$ cat config.mk
export PLATFORM = sky130hd
export DESIGN_NAME = level_advance_ctrl
export DESIGN_NICKNAME = d
export VERILOG_FILES = /design/src/rtl/level_advance_ctrl_pkg.sv /design/src/rtl/level_advance_ctrl_timer.sv /design/src/rtl/level_advance_ctrl.sv
export SDC_FILE = /design/constraint.sdc
export NUM_CORES = 1
export LEC_CHECK = 0
export BUFFER_PORTS_ARGS = -buffer_cell sky130_fd_sc_hd__buf_2
export CELL_PAD_IN_SITES_DETAIL_PLACEMENT = 0
export CELL_PAD_IN_SITES_GLOBAL_PLACEMENT = 1
export CORE_MARGIN = 2
export CORE_UTILIZATION = 30
export CTS_BUF_LIST = sky130_fd_sc_hd__clkbuf_4 sky130_fd_sc_hd__clkbuf_8
export DETAILED_ROUTE_END_ITERATION = 8
export GPL_ROUTABILITY_DRIVEN = 0
export MAX_ROUTING_LAYER = met4
export PLACE_DENSITY_LB_ADDON = 0.12
export SYNTH_ARGS = -nofsm -noshare
export SYNTH_HDL_FRONTEND = slang
export SYNTH_SLANG_ARGS = --single-unit
export TNS_END_PERCENT = 100
$ cat constraint.sdc
create_clock -name Clk100M -period 1.9 [get_ports Clk100M]
set_clock_uncertainty 0.1 [all_clocks]
set_input_delay 0.095 -clock Clk100M [delete_from_list [all_inputs] [get_ports Clk100M]]
set_output_delay 0.095 -clock Clk100M [all_outputs]
set_load 0.05 [all_outputs]
$ cat src/rtl/level_advance_ctrl_pkg.sv
// Shared definitions for the level-advance producer.
// Contents:
//   state_t            - FSM states of level_advance_ctrl
//   LEVEL_W            - width of level and answer counters
//   DEF_*              - default parameter values
//   cnt_width()        - counter width needed to hold 0..n-1 (at least 1 bit)
package level_advance_ctrl_pkg;

    localparam int LEVEL_W            = 4;
    localparam int DEF_HITS_PER_LEVEL = 5;
    localparam int DEF_MAX_LEVEL      = 15;
    localparam int DEF_MISS_LIMIT     = 3;
    localparam int DEF_ACK_TIMEOUT    = 15;

    typedef enum logic [2:0] {
        PLAY     = 3'd0,
        REQ      = 3'd1,
        WAIT_ACK = 3'd2,
        WON      = 3'd3,
        LOST     = 3'd4
    } state_t;

    function automatic int cnt_width(input int n);
        return (n > 1) ? $clog2(n) : 1;
    endfunction

endpackage

$ cat src/rtl/level_advance_ctrl_timer.sv
// ack_timeout_timer: load/count/expire counter for a request/acknowledge
// handshake. The count is cleared by load, advances while count is high and
// stops once it reaches TIMEOUT-1, where expired is asserted.
// Ports:
//   Clk100M  in   system clock
//   RstN     in   asynchronous active-low reset
//   load     in   clear the count to 0
//   count    in   advance the count by one
//   expired  out  count has reached TIMEOUT-1
module ack_timeout_timer
    import level_advance_ctrl_pkg::*;
#(
    parameter int TIMEOUT = DEF_ACK_TIMEOUT
) (
    input  logic Clk100M,
    input  logic RstN,
    input  logic load,
    input  logic count,
    output logic expired
);

    localparam int CNT_W = cnt_width(TIMEOUT);

    logic [CNT_W-1:0] cnt;

    always_ff @(posedge Clk100M or negedge RstN) begin
        if (!RstN) begin
            cnt <= '0;
        end else if (load) begin
            cnt <= '0;
        end else if (count && !expired) begin
            cnt <= cnt + CNT_W'(1);
        end
    end

    assign expired = (cnt == CNT_W'(TIMEOUT - 1));

endmodule

$ cat src/rtl/level_advance_ctrl.sv
// level_advance_ctrl: producer side of the level-up handshake. Counts correct
// and wrong answers, requests a level-up after HITS_PER_LEVEL hits, waits for
// the level controller's acknowledge, and ends the game as won or lost.
// Ports:
//   Clk100M        in   system clock (100 MHz)
//   RstN           in   asynchronous active-low reset
//   restart        in   synchronous clear back to PLAY, highest priority
//   answerValid    in   one-cycle answer strobe
//   answerCorrect  in   1 = correct answer, 0 = wrong
//   newLevel       in   acknowledge from the level controller
//   curLevel       in   current level from the level controller
//   incLevel       out  one-cycle level-up request
//   hitCnt         out  hits counted toward the next level
//   missCnt        out  wrong answers this game
//   gameWon        out  game won
//   gameLost       out  game lost
//   ackError       out  sticky acknowledge timeout flag
//   answerDropped  out  one-cycle pulse: answer ignored outside PLAY
module level_advance_ctrl
    import level_advance_ctrl_pkg::*;
#(
    parameter int HITS_PER_LEVEL = DEF_HITS_PER_LEVEL,
    parameter int MAX_LEVEL      = DEF_MAX_LEVEL,
    parameter int MISS_LIMIT     = DEF_MISS_LIMIT,
    parameter int ACK_TIMEOUT    = DEF_ACK_TIMEOUT
) (
    input  logic               Clk100M,
    input  logic               RstN,
    input  logic               restart,
    input  logic               answerValid,
    input  logic               answerCorrect,
    input  logic               newLevel,
    input  logic [LEVEL_W-1:0] curLevel,
    output logic               incLevel,
    output logic [LEVEL_W-1:0] hitCnt,
    output logic [LEVEL_W-1:0] missCnt,
    output logic               gameWon,
    output logic               gameLost,
    output logic               ackError,
    output logic               answerDropped
);

    if (HITS_PER_LEVEL < 1 || HITS_PER_LEVEL > 15) begin : g_chk_hits
        $error("HITS_PER_LEVEL must be in 1..15");
    end
    if (MISS_LIMIT < 1 || MISS_LIMIT > 15) begin : g_chk_miss
        $error("MISS_LIMIT must be in 1..15");
    end
    if (MAX_LEVEL < 0 || MAX_LEVEL > 15) begin : g_chk_level
        $error("MAX_LEVEL must fit in 4 bits");
    end
    if (ACK_TIMEOUT < 1 || ACK_TIMEOUT > 255) begin : g_chk_timeout
        $error("ACK_TIMEOUT must be in 1..255");
    end

    state_t             state, stateNext;
    logic [LEVEL_W-1:0] hitNext, missNext, missInc;
    logic               incNext, errNext, dropNext;
    logic               timerLoad, timerCount, timerExpired;

    ack_timeout_timer #(
        .TIMEOUT (ACK_TIMEOUT)
    ) u_timer (
        .Clk100M (Clk100M),
        .RstN    (RstN),
        .load    (timerLoad),
        .count   (timerCount),
        .expired (timerExpired)
    );

    assign missInc = missCnt + LEVEL_W'(1);

    always_comb begin
        stateNext  = state;
        hitNext    = hitCnt;
        missNext   = missCnt;
        incNext    = 1'b0;
        errNext    = ackError;
        dropNext   = 1'b0;
        timerLoad  = 1'b0;
        timerCount = 1'b0;

        if (restart) begin
            // restart discards any answer in the same cycle without a drop pulse
            stateNext = PLAY;
            hitNext   = '0;
            missNext  = '0;
            errNext   = 1'b0;
            timerLoad = 1'b1;
        end else begin
            dropNext = answerValid && (state != PLAY);
            case (state)
                PLAY: begin
                    if (answerValid && answerCorrect) begin
                        if (hitCnt == LEVEL_W'(HITS_PER_LEVEL - 1)) begin
                            hitNext   = '0;
                            stateNext = REQ;
                        end else begin
                            hitNext = hitCnt + LEVEL_W'(1);
                        end
                    end else if (answerValid) begin
                        // LOST is terminal, so missCnt never advances past the limit
                        missNext = missInc;
                        if (missInc == LEVEL_W'(MISS_LIMIT)) begin
                            stateNext = LOST;
                        end
                    end
                end
                REQ: begin
                    if (curLevel >= LEVEL_W'(MAX_LEVEL)) begin
                        stateNext = WON;
                    end else begin
                        incNext   = 1'b1;
                        timerLoad = 1'b1;
                        stateNext = WAIT_ACK;
                    end
                end
                WAIT_ACK: begin
                    if (newLevel) begin
                        stateNext = PLAY;
                    end else if (timerExpired) begin
                        errNext   = 1'b1;
                        stateNext = PLAY;
                    end else begin
                        timerCount = 1'b1;
                    end
                end
                default: ;  // WON and LOST hold until restart or reset
            endcase
        end
    end

    always_ff @(posedge Clk100M or negedge RstN) begin
        if (!RstN) begin
            state         <= PLAY;
            incLevel      <= 1'b0;
            hitCnt        <= '0;
            missCnt       <= '0;
            gameWon       <= 1'b0;
            gameLost      <= 1'b0;
            ackError      <= 1'b0;
            answerDropped <= 1'b0;
        end else begin
            state         <= stateNext;
            incLevel      <= incNext;
            hitCnt        <= hitNext;
            missCnt       <= missNext;
            gameWon       <= (stateNext == WON);
            gameLost      <= (stateNext == LOST);
            ackError      <= errNext;
            answerDropped <= dropNext;
        end
    end

endmodule

==> metrics.cfg, run 1 <==
[cells_and_area]
stdcell_count = 173
fin_area_mm2 = 0.001250
syn_to_final_growth_pct = 19.35
finalNetCount = 145
final_layout_size_suffix_gt1_frac = 0.2441
diodes = 0

[yosys]
yosysSeqAreaShare = 0.4779
synth_top_area_cell = dfrtp_1
synth_area_per_cell_um2 = 10.27
yosysWarnings = 0
synth-main-ff-cell = dfrtp_1
syn-num-nets = 118
async_flop_share = 1.000
synthDistinctLibCells = 33
syn_area_mm2 = 0.001047
synth_edf_count = 0
synth.area.top_cells = dfrtp_1 (48%), ha_1 (7.2%), nor2_1 (4.3%)
yosysTopAreaCellShare = 0.4779
ys_seq_elements = 20
syn_inst = 102

[floorplan]
die_w_um = 63.09
pin_count = 23
core-area_mm2 = 0.003337
fp.dieH_um = 63.09
rows = 21
die_area_mm2 = 0.003980
start_util = 0.3138

[timing]
worst_pin_slew_ns = 0.4731
finalSetupTns_ns = 0
slew_headroom = 0.6846
max_freq_mhz = 585.7
finalMaxSlewViolations = 0
finalSetupViolCount = 0
layout_setup_ws_ns = 0.1926
rsz0062_at_grt = no
hold_viol = 0
fin_crit_ns = 1.707
period_share = 0.8986

[worst_setup_path]
crit_path_start_kind = register
cp.arrival_ns = 1.80
path_class = reg -> reg
path_delay_family = simple AND/OR/NAND/NOR gates
crit_chain = ha_1 -> xnor2_1 -> and3_1 -> a31oi_1 -> nor4b_1
cpMaxStageDelayCell = dfrtp_1
critPathRequiredTime_ns = 1.99
path_buf_inv = 0
worstSetupEndpointType = register
cp_max_fo = 5
slowest_delay_ns = 0.45

[routing]
drtIter0Drc = 43
detail-route-antenna-nets = 0
num_vias = 802
dr.pass1.iters = 4
drc = 0
routed_wl_um = 2145
via_per_inst = 4.636
wl_per_cell_um = 12.40

[placed_design]
place_worst_setup_slack_ns = 0.2315
place_area_mm2 = 0.001207
place_inst = 168
hpwl_um = 1548
io_buffers = 22

[global_routing]
grt_pass1_vias = 783
grt_max_degree = 21
grt.overflow.total = 0
grt_pass1_wl_um = 3636
grtUsageTotal = 0.1199
antenna_found_initial = 0

[clock_network]
h-tree-depth = 1
clk_path_buf_depth = 2
cts_resized = 0
clk_pin_slew_ns = 0.11
cts_tree = done
cts_num_sinks = 20
insertion_delay_ns = 0.30
root_buffer = clkbuf_4
cts_made_buffers = 3

[min_path]
hp-class = in -> reg

[job]
drv_cap = 0

[power]
irDropWorstVdd_v = 0.0001729
pwr_density_cell_mw_per_mm2 = 596.0
p_leak_nw = 0.6166

[outcome]
status = completed

## worst reg2reg max path, stage by stage (launching register included)
cell	delay, ns
dfrtp_1	0.45
ha_1	0.25
xnor2_1	0.15
and3_1	0.16
a31oi_1	0.13
nor4b_1	0.36
## kinds of logic after synthesis
group                      after synthesis  synth area share
AOI/OAI and AO/OA                       12           0.07289
xor gates and xnor gates                 8           0.06691
adders and majority gates                6           0.07168
buffers and inverters                    7           0.02508
DFF                                     20            0.4779
muxes                                    2           0.01912
and+or+nand+nor                         47            0.2664
## final cells by class
cell class | instances | area, um2
multi-input combinational | 75 | 520.5
fill | 360 | 2087
clock buffer | 3 | 22.52
sequential | 20 | 500.5
timing repair buffer | 24 | 130.1
inverter | 5 | 18.77
tap | 46 | 57.56
## path summary, 6_finish.rpt
path / to / slack (ns) / depth (start not counted) / from
setup / recovery: gameLost$_DFF_PN0_ / 0.19 / 5 / missCnt[0]$_DFFE_PN0P_
hold / removal: missCnt[3]$_DFFE_PN0P_ / 0.06 / 2 / restart
setup reg to reg: gameLost$_DFF_PN0_ / 0.19 / 5 / missCnt[0]$_DFFE_PN0P_
hold reg to reg: ackError$_DFFE_PN0P_ / 0.42 / 2 / ackError$_DFFE_PN0P_
max in group asynchronous: u_timer.cnt[0]$_DFFE_PN0P_ / 1.20 / 2 / RstN
min in group asynchronous: missCnt[3]$_DFFE_PN0P_ / 0.18 / 2 / RstN
## synth_stat cells, drive strengths merged, types with 3 or more instances
library cell  instances
and2                  5
ha                    6
inv                   5
nand2                 4
o21ai                 3
nor2b                 3
xnor2                 5
and3                  3
nand3                 6
nor2                 14
xor2                  3
dfrtp                20
a31oi                 3
## repair_timing
action                                 in CTS  in global routing
setup buffers                               0                  0
hold buffers                                2                  0
endpoints found under the hold margin      21                  0
## sequential cells by signal, indices dropped and copies added (netlist names)
register       flops
incLevel           1
answerDropped      1
missCnt            4
u_timer.cnt        4
state              3
gameLost           1
ackError           1
gameWon            1
hitCnt             4
## power by group
| group | switching, W | internal [W] | total [W] |
|---|---|---|---|
| clock | 0.000132 | 0.0000739 | 0.000206 |
| combinational | 0.0000649 | 0.0000326 | 0.0000976 |
| sequential | 0.00000914 | 0.000432 | 0.000442 |
## through the flow
stage               total power [W]  utilization  hold slack, ns
CTS                       0.0007562       0.3746         0.06324
floorplan                 0.0005105            -         -0.3006
finish                    0.0007450       0.3746         0.06422
global route              0.0007861       0.3746         0.06943
global placement          0.0005464       0.3618        -0.01854
detailed placement        0.0005455       0.3618        -0.01998
## placed cells by master (no fill, tap or decap), drive strengths merged
cell / instances
a211oi: 1
a21oi: 2
a2bb2oi: 1
a31oi: 3
a41oi: 1
and2: 5
and3: 3
and4b: 1
buf: 22
clkbuf: 3
dfrtp: 20
dlygate4sd3: 2
ha: 6
inv: 5
mux2i: 2
nand2: 4
nand3: 6
nand3b: 1
nand4: 2
nor2: 14
nor2b: 3
nor3: 2
nor3b: 2
nor4b: 2
o21a: 1
o21ai: 3
or3b: 1
or4b: 1
xnor2: 5
xor2: 3
## metal layers
layer  GRT usage  part of all wire
met1      0.1597              0.49
met2      0.1729              0.46
met3     0.02500             0.041
met4     0.05833            0.0079
met5           -                 0
(Power assumes the default switching activity.)
==> run 2: changes to the inputs <==
Settings changed: ABC_AREA from default to 1.
==> run 2 against run 1 <==
Effect of this change:
- synthesized area grew 5.3%
- final area up 7.2%
- hold slack better by 0.0056 ns
- core utilization decreased by 0.30 points
- clock power increased by 36%
- combinational power is 64% higher
- synthesized cell count up 32%
- sequential cell count unchanged
- setup slack improved by 0.24 ns
- global-route usage up 0.48 points
- die area up 4.9%
==> metrics.cfg, run 2 <==
[outcome]
status = completed  ; unchanged

[cells_and_area]
largestRegisters = hitCnt: 4 flops, missCnt: 4 flops, u_timer.cnt: 4 flops  ; unchanged
nFillCells = 380  ; was 360
fin_area_mm2 = 0.001340  ; was 0.001250 mm2
diodes = 0  ; unchanged
syn_to_final_growth_pct = 21.57  ; was 19.35%
finalNetCount = 180  ; was 145
layout_common_cells = nand2_1 (27), buf_2 (22), dfrtp_1 (20)  ; was buf_2 (22), dfrtp_1 (20), nor2_1 (12)
final_layout_size_suffix_gt1_frac = 0.2222  ; was 0.2441
layout_commonest_cell = nand2_1  ; was buf_2

[yosys]
syn_inst = 135  ; was 102
yosysWarnings = 0  ; unchanged
synthTopCellsByCount = nand2_1 (27), dfrtp_1 (20), nor2_1 (19), inv_1 (16), nand3_1 (14)  ; was dfrtp_1 (20), nor2_1 (12), ha_1 (6)
synthDistinctLibCells = 23  ; was 33
synth_area_per_cell_um2 = 8.165  ; was 10.27 um2
synth-main-ff-cell = dfrtp_1  ; unchanged
ys_seq_elements = 20  ; unchanged
syn_area_mm2 = 0.001102  ; was 0.001047 mm2
async_flop_share = 1.000  ; unchanged
synth.area.top_cells = dfrtp_1 (45%), nand2_1 (9.2%), ha_1 (6.8%)  ; was dfrtp_1 (48%), ha_1 (7.2%), nor2_1 (4.3%)
synth.most_common_cell = nand2_1  ; was dfrtp_1
yosysTopAreaCellShare = 0.4540  ; was 0.4779
synth_top_area_cell = dfrtp_1  ; unchanged
synth_edf_count = 0  ; unchanged
syn-num-nets = 151  ; was 118
yosysSeqAreaShare = 0.4540  ; was 0.4779

[clock_network]
clk_pin_slew_ns = 0.08  ; was 0.11 ns
cts_tree = done  ; unchanged
clk_path_buf_depth = 2  ; unchanged
cts_resized = 0  ; unchanged
h-tree-depth = 1  ; unchanged
cts_num_sinks = 20  ; unchanged
postCtsSetupBuffers = 0  ; unchanged
cts_made_buffers = 3  ; unchanged
insertion_delay_ns = 0.26  ; was 0.30 ns
root_buffer = clkbuf_8  ; was clkbuf_4

[timing]
period_share = 0.7739  ; was 0.8986
finalMaxSlewViolations = 0  ; unchanged
max_freq_mhz = 680.1  ; was 585.7 MHz
rsz0062_at_grt = no  ; unchanged
finalSetupTns_ns = 0  ; unchanged
slew_headroom = 0.6823  ; was 0.6846
worst_pin_slew_ns = 0.4766  ; was 0.4731 ns
hold_viol = 0  ; unchanged
finalSetupViolCount = 0  ; unchanged
fin_crit_ns = 1.470  ; was 1.707 ns

[job]
drv_cap = 0  ; unchanged

[floorplan]
pin_count = 23  ; unchanged
core-area_mm2 = 0.003606  ; was 0.003337 mm2
start_util = 0.3057  ; was 0.3138
die_area_mm2 = 0.004175  ; was 0.003980 mm2
fp.dieH_um = 64.62  ; was 63.09 um
die_w_um = 64.62  ; was 63.09 um
rows = 22  ; was 21

[routing]
num_vias = 929  ; was 802
dr.pass1.iters = 4  ; unchanged
drc = 0  ; unchanged
routed_wl_um = 2263  ; was 2145 um
detail-route-antenna-nets = 0  ; unchanged
wl_per_cell_um = 10.78  ; was 12.40 um
via_per_inst = 4.424  ; was 4.636
drtIter0Drc = 61  ; was 43

[worst_setup_path]
reg2regPathDepth = 9  ; was 5
cp.arrival_ns = 1.52  ; was 1.80 ns
r2r_setup_slack_ns = 0.43  ; was 0.19 ns
crit_path_start = hitCnt[0]$_DFFE_PN0P_  ; was missCnt[0]$_DFFE_PN0P_
cp_max_fo = 6  ; was 5
path_class = reg -> reg  ; unchanged
critical_path.endpoint = gameLost$_DFF_PN0_  ; unchanged
r2r-start = hitCnt[0]$_DFFE_PN0P_  ; was missCnt[0]$_DFFE_PN0P_
r2r-end = gameLost$_DFF_PN0_  ; unchanged
critPathRequiredTime_ns = 1.95  ; was 1.99 ns
worstSetupEndpointType = register  ; unchanged
crit_path_start_kind = register  ; unchanged

[power]
irDropWorstVdd_v = 0.0002605  ; was 0.0001729 V
p_leak_nw = 0.6988  ; was 0.6166 nW
pwr_density_cell_mw_per_mm2 = 670.6  ; was 596.0 mW/mm2

[global_routing]
antenna_found_initial = 0  ; unchanged
grtUsageTotal = 0.1247  ; was 0.1199
grt_max_degree = 21  ; unchanged
grt.overflow.total = 0  ; unchanged
grt_pass1_wl_um = 3912  ; was 3636 um
grt_pass1_vias = 903  ; was 783

[placed_design]
place_area_mm2 = 0.001269  ; was 0.001207 mm2
hpwl_um = 1735  ; was 1548 um
io_buffers = 22  ; unchanged

[min_path]
hp-class = in -> reg  ; unchanged
holdCritStartpoint = newLevel  ; was restart

## run 2: cell count changes after synthesis, moves of 3 or more
cell     change
nor2_4       +3
nand2_1     +23
and2_1       -5
nand3_1      +9
o21ai_0      +5
and3_1       -3
xnor2_1      -4
inv_1       +12
a31oi_1      -3
nor2b_1      -3
nor2_1       +7
## run 2: cell type report
cell class	instances	area, um2	share of cell area
Tap cell	48	60.06	0.04482
Clock buffer	3	41.29	0.03081
Multi-Input combinational cell	95	526.8	0.3931
Sequential cell	20	500.5	0.3735
Inverter	19	71.32	0.05322
Timing Repair Buffer	25	140.1	0.1046
## run 2: worst min-delay path by stage
stage                             endpoint  slack (ns)  cells past startpoint
floorplan             ackError$_DFFE_PN0P_       -0.30                      0
global placement    missCnt[0]$_DFFE_PN0P_       -0.03                      1
detailed placement  missCnt[0]$_DFFE_PN0P_       -0.02                      1
CTS                   ackError$_DFFE_PN0P_        0.06                      4
global route          ackError$_DFFE_PN0P_        0.09                      4
finish                ackError$_DFFE_PN0P_        0.07                      4
## run 2: what timing repair did
action / CTS / global route
endpoints found under the setup margin: 0 / 0
hold buffers: 3 / 0
endpoints found under the hold margin: 23 / 0
## run 2: cells by family after synthesis
logic type,share of synthesized area
AND/OR/NAND/NOR,0.3065
AO/OA/AOI/OAI,0.07151
flip-flops,0.4540
adder cells (fa/ha/maj),0.06810
XOR/XNOR,0.03179
buffers and inverters,0.06810
## run 2: per-layer routing
layer	up-vias	track usage	wire (um)
li1	482	-	-
met1	427	0.1458	1029
met2	16	0.2174	1110
met3	4	0.02257	89
met4	0	0.03989	34
met5	-	-	0
## run 2: stage by stage
step	util	hold WS, ns	total power (W)	worst slack (ns)	std cells
finish	0.3716	0.06981	0.0008986	0.4296	210
global route	0.3716	0.08618	0.0009465	0.2676	210
CTS	0.3716	0.06332	0.0009157	0.4067	210
detailed placement	0.3518	-0.01930	0.0006230	0.4287	204
global placement	0.3518	-0.02796	0.0006223	0.4387	204
floorplan	-	-0.3006	0.0005702	0.2884	135
## run 2: report_power, final
part	switching [W]	leakage, nW	internal, W
clock	0.000140	0.0216	0.000141
combinational	0.000114	0.401	0.0000459
sequential	0.0000177	0.276	0.000440
total	0.000271	0.699	0.000627
## run 2: worst max-delay path, stage by stage, from the launching register on
cell and delay, ns:
dfrtp_1 0.45, inv_1 0.09, ha_1 0.14, nand2_1 0.04
nor2_1 0.13, nand3_1 0.09, nand2_1 0.10, nand3_1 0.10
nand2_1 0.08, nor2_1 0.04
==> run 3: changes to the inputs <==
Settings changed: ABC_AREA 1 to 0.
Clock period 1.9 ns to 1.3 ns, I/O delays scaled along.
==> run 3 against run 2 <==
Effect of this change:
- the run now ends with setup timing left
- sequential power rose by 41%
- clock-buffer cell count unchanged
- final cell count down 1.4%
- final area rose by 28%
- critical path depth shrank 5
- setup slack lost 0.67 ns
- hold slack worse by 0.0098 ns
- critical path type unchanged
- critical endpoint is now missCnt[3]$_DFFE_PN0P_
==> metrics.cfg, run 3 (synthesis results as in run 1) <==
[global_routing]
grt_pass1_vias = 993  ; was 903
antenna_found_initial = 0  ; unchanged
grt.met1_usage = 0.1900  ; was 0.1458
grt.overflow.total = 0  ; unchanged
top_usage_layer = met2  ; unchanged
use_met3 = 0.02679  ; was 0.02257
grt_use_met2 = 0.2314  ; was 0.2174
grt_max_degree = 21  ; unchanged
grtUsageTotal = 0.1479  ; was 0.1247
grt_pass1_wl_um = 4416  ; was 3912 um

[cells_and_area]
multi_input_area_um2 = 688.2  ; was 526.8 um2
largestRegisters = hitCnt: 4 flops, missCnt: 4 flops, u_timer.cnt: 4 flops  ; unchanged
nFillCells = 335  ; was 380
syn_to_final_growth_pct = 63.20  ; was 21.57%
layout_commonest_cell = buf_4  ; was nand2_1
final_layout_size_suffix_gt1_frac = 0.6025  ; was 0.2222
diodes = 0  ; unchanged
finalNetCount = 179  ; was 180
seq_area_um2 = 510.5  ; was 500.5 um2
layout_common_cells = buf_4 (36), buf_2 (16), dfrtp_1 (12)  ; was nand2_1 (27), buf_2 (22), dfrtp_1 (20)
fin_util = 0.5122  ; was 0.3716
fin_area_mm2 = 0.001709  ; was 0.001340 mm2

[routing]
detail-route-antenna-nets = 0  ; unchanged
num_vias = 949  ; was 929
drc = 0  ; unchanged
drtIter0Drc = 47  ; was 61
wl_per_cell_um = 12.70  ; was 10.78 um
via_per_inst = 4.585  ; was 4.424
routed_wl_um = 2628  ; was 2263 um
dr.pass1.iters = 4  ; unchanged

[timing]
layout_setup_ws_ns = -0.2392  ; was 0.4296 ns
finalSetupTns_ns = -2.593  ; was 0 ns
slew_headroom = 0.6762  ; was 0.6823
max_freq_mhz = 649.7  ; was 680.1 MHz
finalSetupViolCount = 18  ; was 0
period_share = 1.184  ; was 0.7739
whs_ns = 0.06003  ; was 0.06981 ns
finalMaxSlewViolations = 0  ; unchanged
hold_viol = 0  ; unchanged
fin_crit_ns = 1.539  ; was 1.470 ns
worst_pin_slew_ns = 0.4858  ; was 0.4766 ns
rsz0062_at_grt = yes  ; was no

[floorplan]
die_area_mm2 = 0.003980  ; was 0.004175 mm2
fp.dieH_um = 63.09  ; was 64.62 um
core-area_mm2 = 0.003337  ; was 0.003606 mm2
rows = 21  ; was 22
pin_count = 23  ; unchanged
start_util = 0.3138  ; was 0.3057
die_w_um = 63.09  ; was 64.62 um

[worst_setup_path]
path_class = reg -> reg  ; unchanged
cp.arrival_ns = 1.63  ; was 1.52 ns
worstSetupEndpointType = register  ; unchanged
crit_path_start_kind = register  ; unchanged
cp_max_fo = 2  ; was 6
critPathRequiredTime_ns = 1.39  ; was 1.95 ns

[clock_network]
cts_num_sinks = 20  ; unchanged
h-tree-depth = 1  ; unchanged
cts_made_buffers = 3  ; unchanged
cts_tree = done  ; unchanged
insertion_delay_ns = 0.30  ; was 0.26 ns
root_buffer = clkbuf_4  ; was clkbuf_8
clk_path_buf_depth = 2  ; unchanged
clk_pin_slew_ns = 0.11  ; was 0.08 ns

[placed_design]
io_buffers = 22  ; unchanged
hpwl_um = 1833  ; was 1735 um
place_worst_setup_slack_ns = -0.2386  ; was 0.4287 ns
place_area_mm2 = 0.001515  ; was 0.001269 mm2

[job]
drv_cap = 0  ; unchanged

[power]
irDropWorstVdd_v = 0.0003231  ; was 0.0002605 V
p_leak_nw = 0.8066  ; was 0.6988 nW
pwr_density_cell_mw_per_mm2 = 696.1  ; was 670.6 mW/mm2

[outcome]
violations = setup timing
status = finished with violations  ; was completed

[min_path]
hp-class = in -> reg  ; unchanged

[run 3: metrics by stage]
step           cells  power [W]
2_1_floorplan    102  0.0007674
3_3_place_gp     195  0.0008617
3_5_place_dp     195  0.0008630
4_1_cts          205   0.001198
5_1_grt          207   0.001264
6_report         207   0.001190
[run 3: worst paths after layout]
check                                         end                  from  slack, ns  depth (start not counted)
max                        missCnt[3]$_DFFE_PN0P_    state[1]$_DFF_PN0_      -0.24                          4
min                        missCnt[3]$_DFFE_PN0P_               restart       0.06                          2
max reg2reg                missCnt[3]$_DFFE_PN0P_    state[1]$_DFF_PN0_      -0.24                          4
min reg2reg                  ackError$_DFFE_PN0P_  ackError$_DFFE_PN0P_       0.42                          2
max in group asynchronous   hitCnt[1]$_DFFE_PN0P_                  RstN       0.60                          2
min in group asynchronous       gameWon$_DFF_PN0_                  RstN       0.14                          2
[run 3: cell type report]
| cell class | count | share of cell area |
|---|---|---|
| timing repair buffer | 58 | 0.2408 |
| tap | 46 | 0.03367 |
| clock buffer | 3 | 0.01318 |
| inverter | 5 | 0.01098 |
| sequential | 20 | 0.2987 |
| multi-input combinational | 75 | 0.4026 |
[run 3: critical path, stage by stage (launching register included)]
cell	delay (ns)
dfrtp_1	0.41
nor3b_2	0.23
or4b_4	0.50
xor2_2	0.15
nor2_2	0.04
[run 3: per-layer routing]
| metal | share of wire | vias to the layer above | wire length, um |
|---|---|---|---|
| met4 | 0.0076 | 0 | 20 |
| met3 | 0.031 | 2 | 81 |
| met1 | 0.47 | 463 | 1227 |
| li1 | - | 469 | - |
| met5 | 0 | - | 0 |
| met2 | 0.49 | 15 | 1298 |
[run 3: report_power, final]
| part | leakage (nW) | total [W] | internal [W] | switching [W] |
|---|---|---|---|---|
| logic | 0.528 | 0.000241 | 0.000115 | 0.000126 |
| clock network | 0.0138 | 0.000302 | 0.000108 | 0.000194 |
| registers | 0.265 | 0.000647 | 0.000634 | 0.0000131 |
| total | 0.807 | 0.00119 | 0.000857 | 0.000333 |
[run 3: what timing repair did]
item / 4_1_cts / 5_1_grt
hold buffers: 2 / 0
pin swaps: 14 / 12
gates cloned: 0 / 0
endpoints found under the setup margin: 18 / 25
buffers inserted: 6 / 2
resized for setup: 8 / 20
endpoints found under the hold margin: 21 / 0
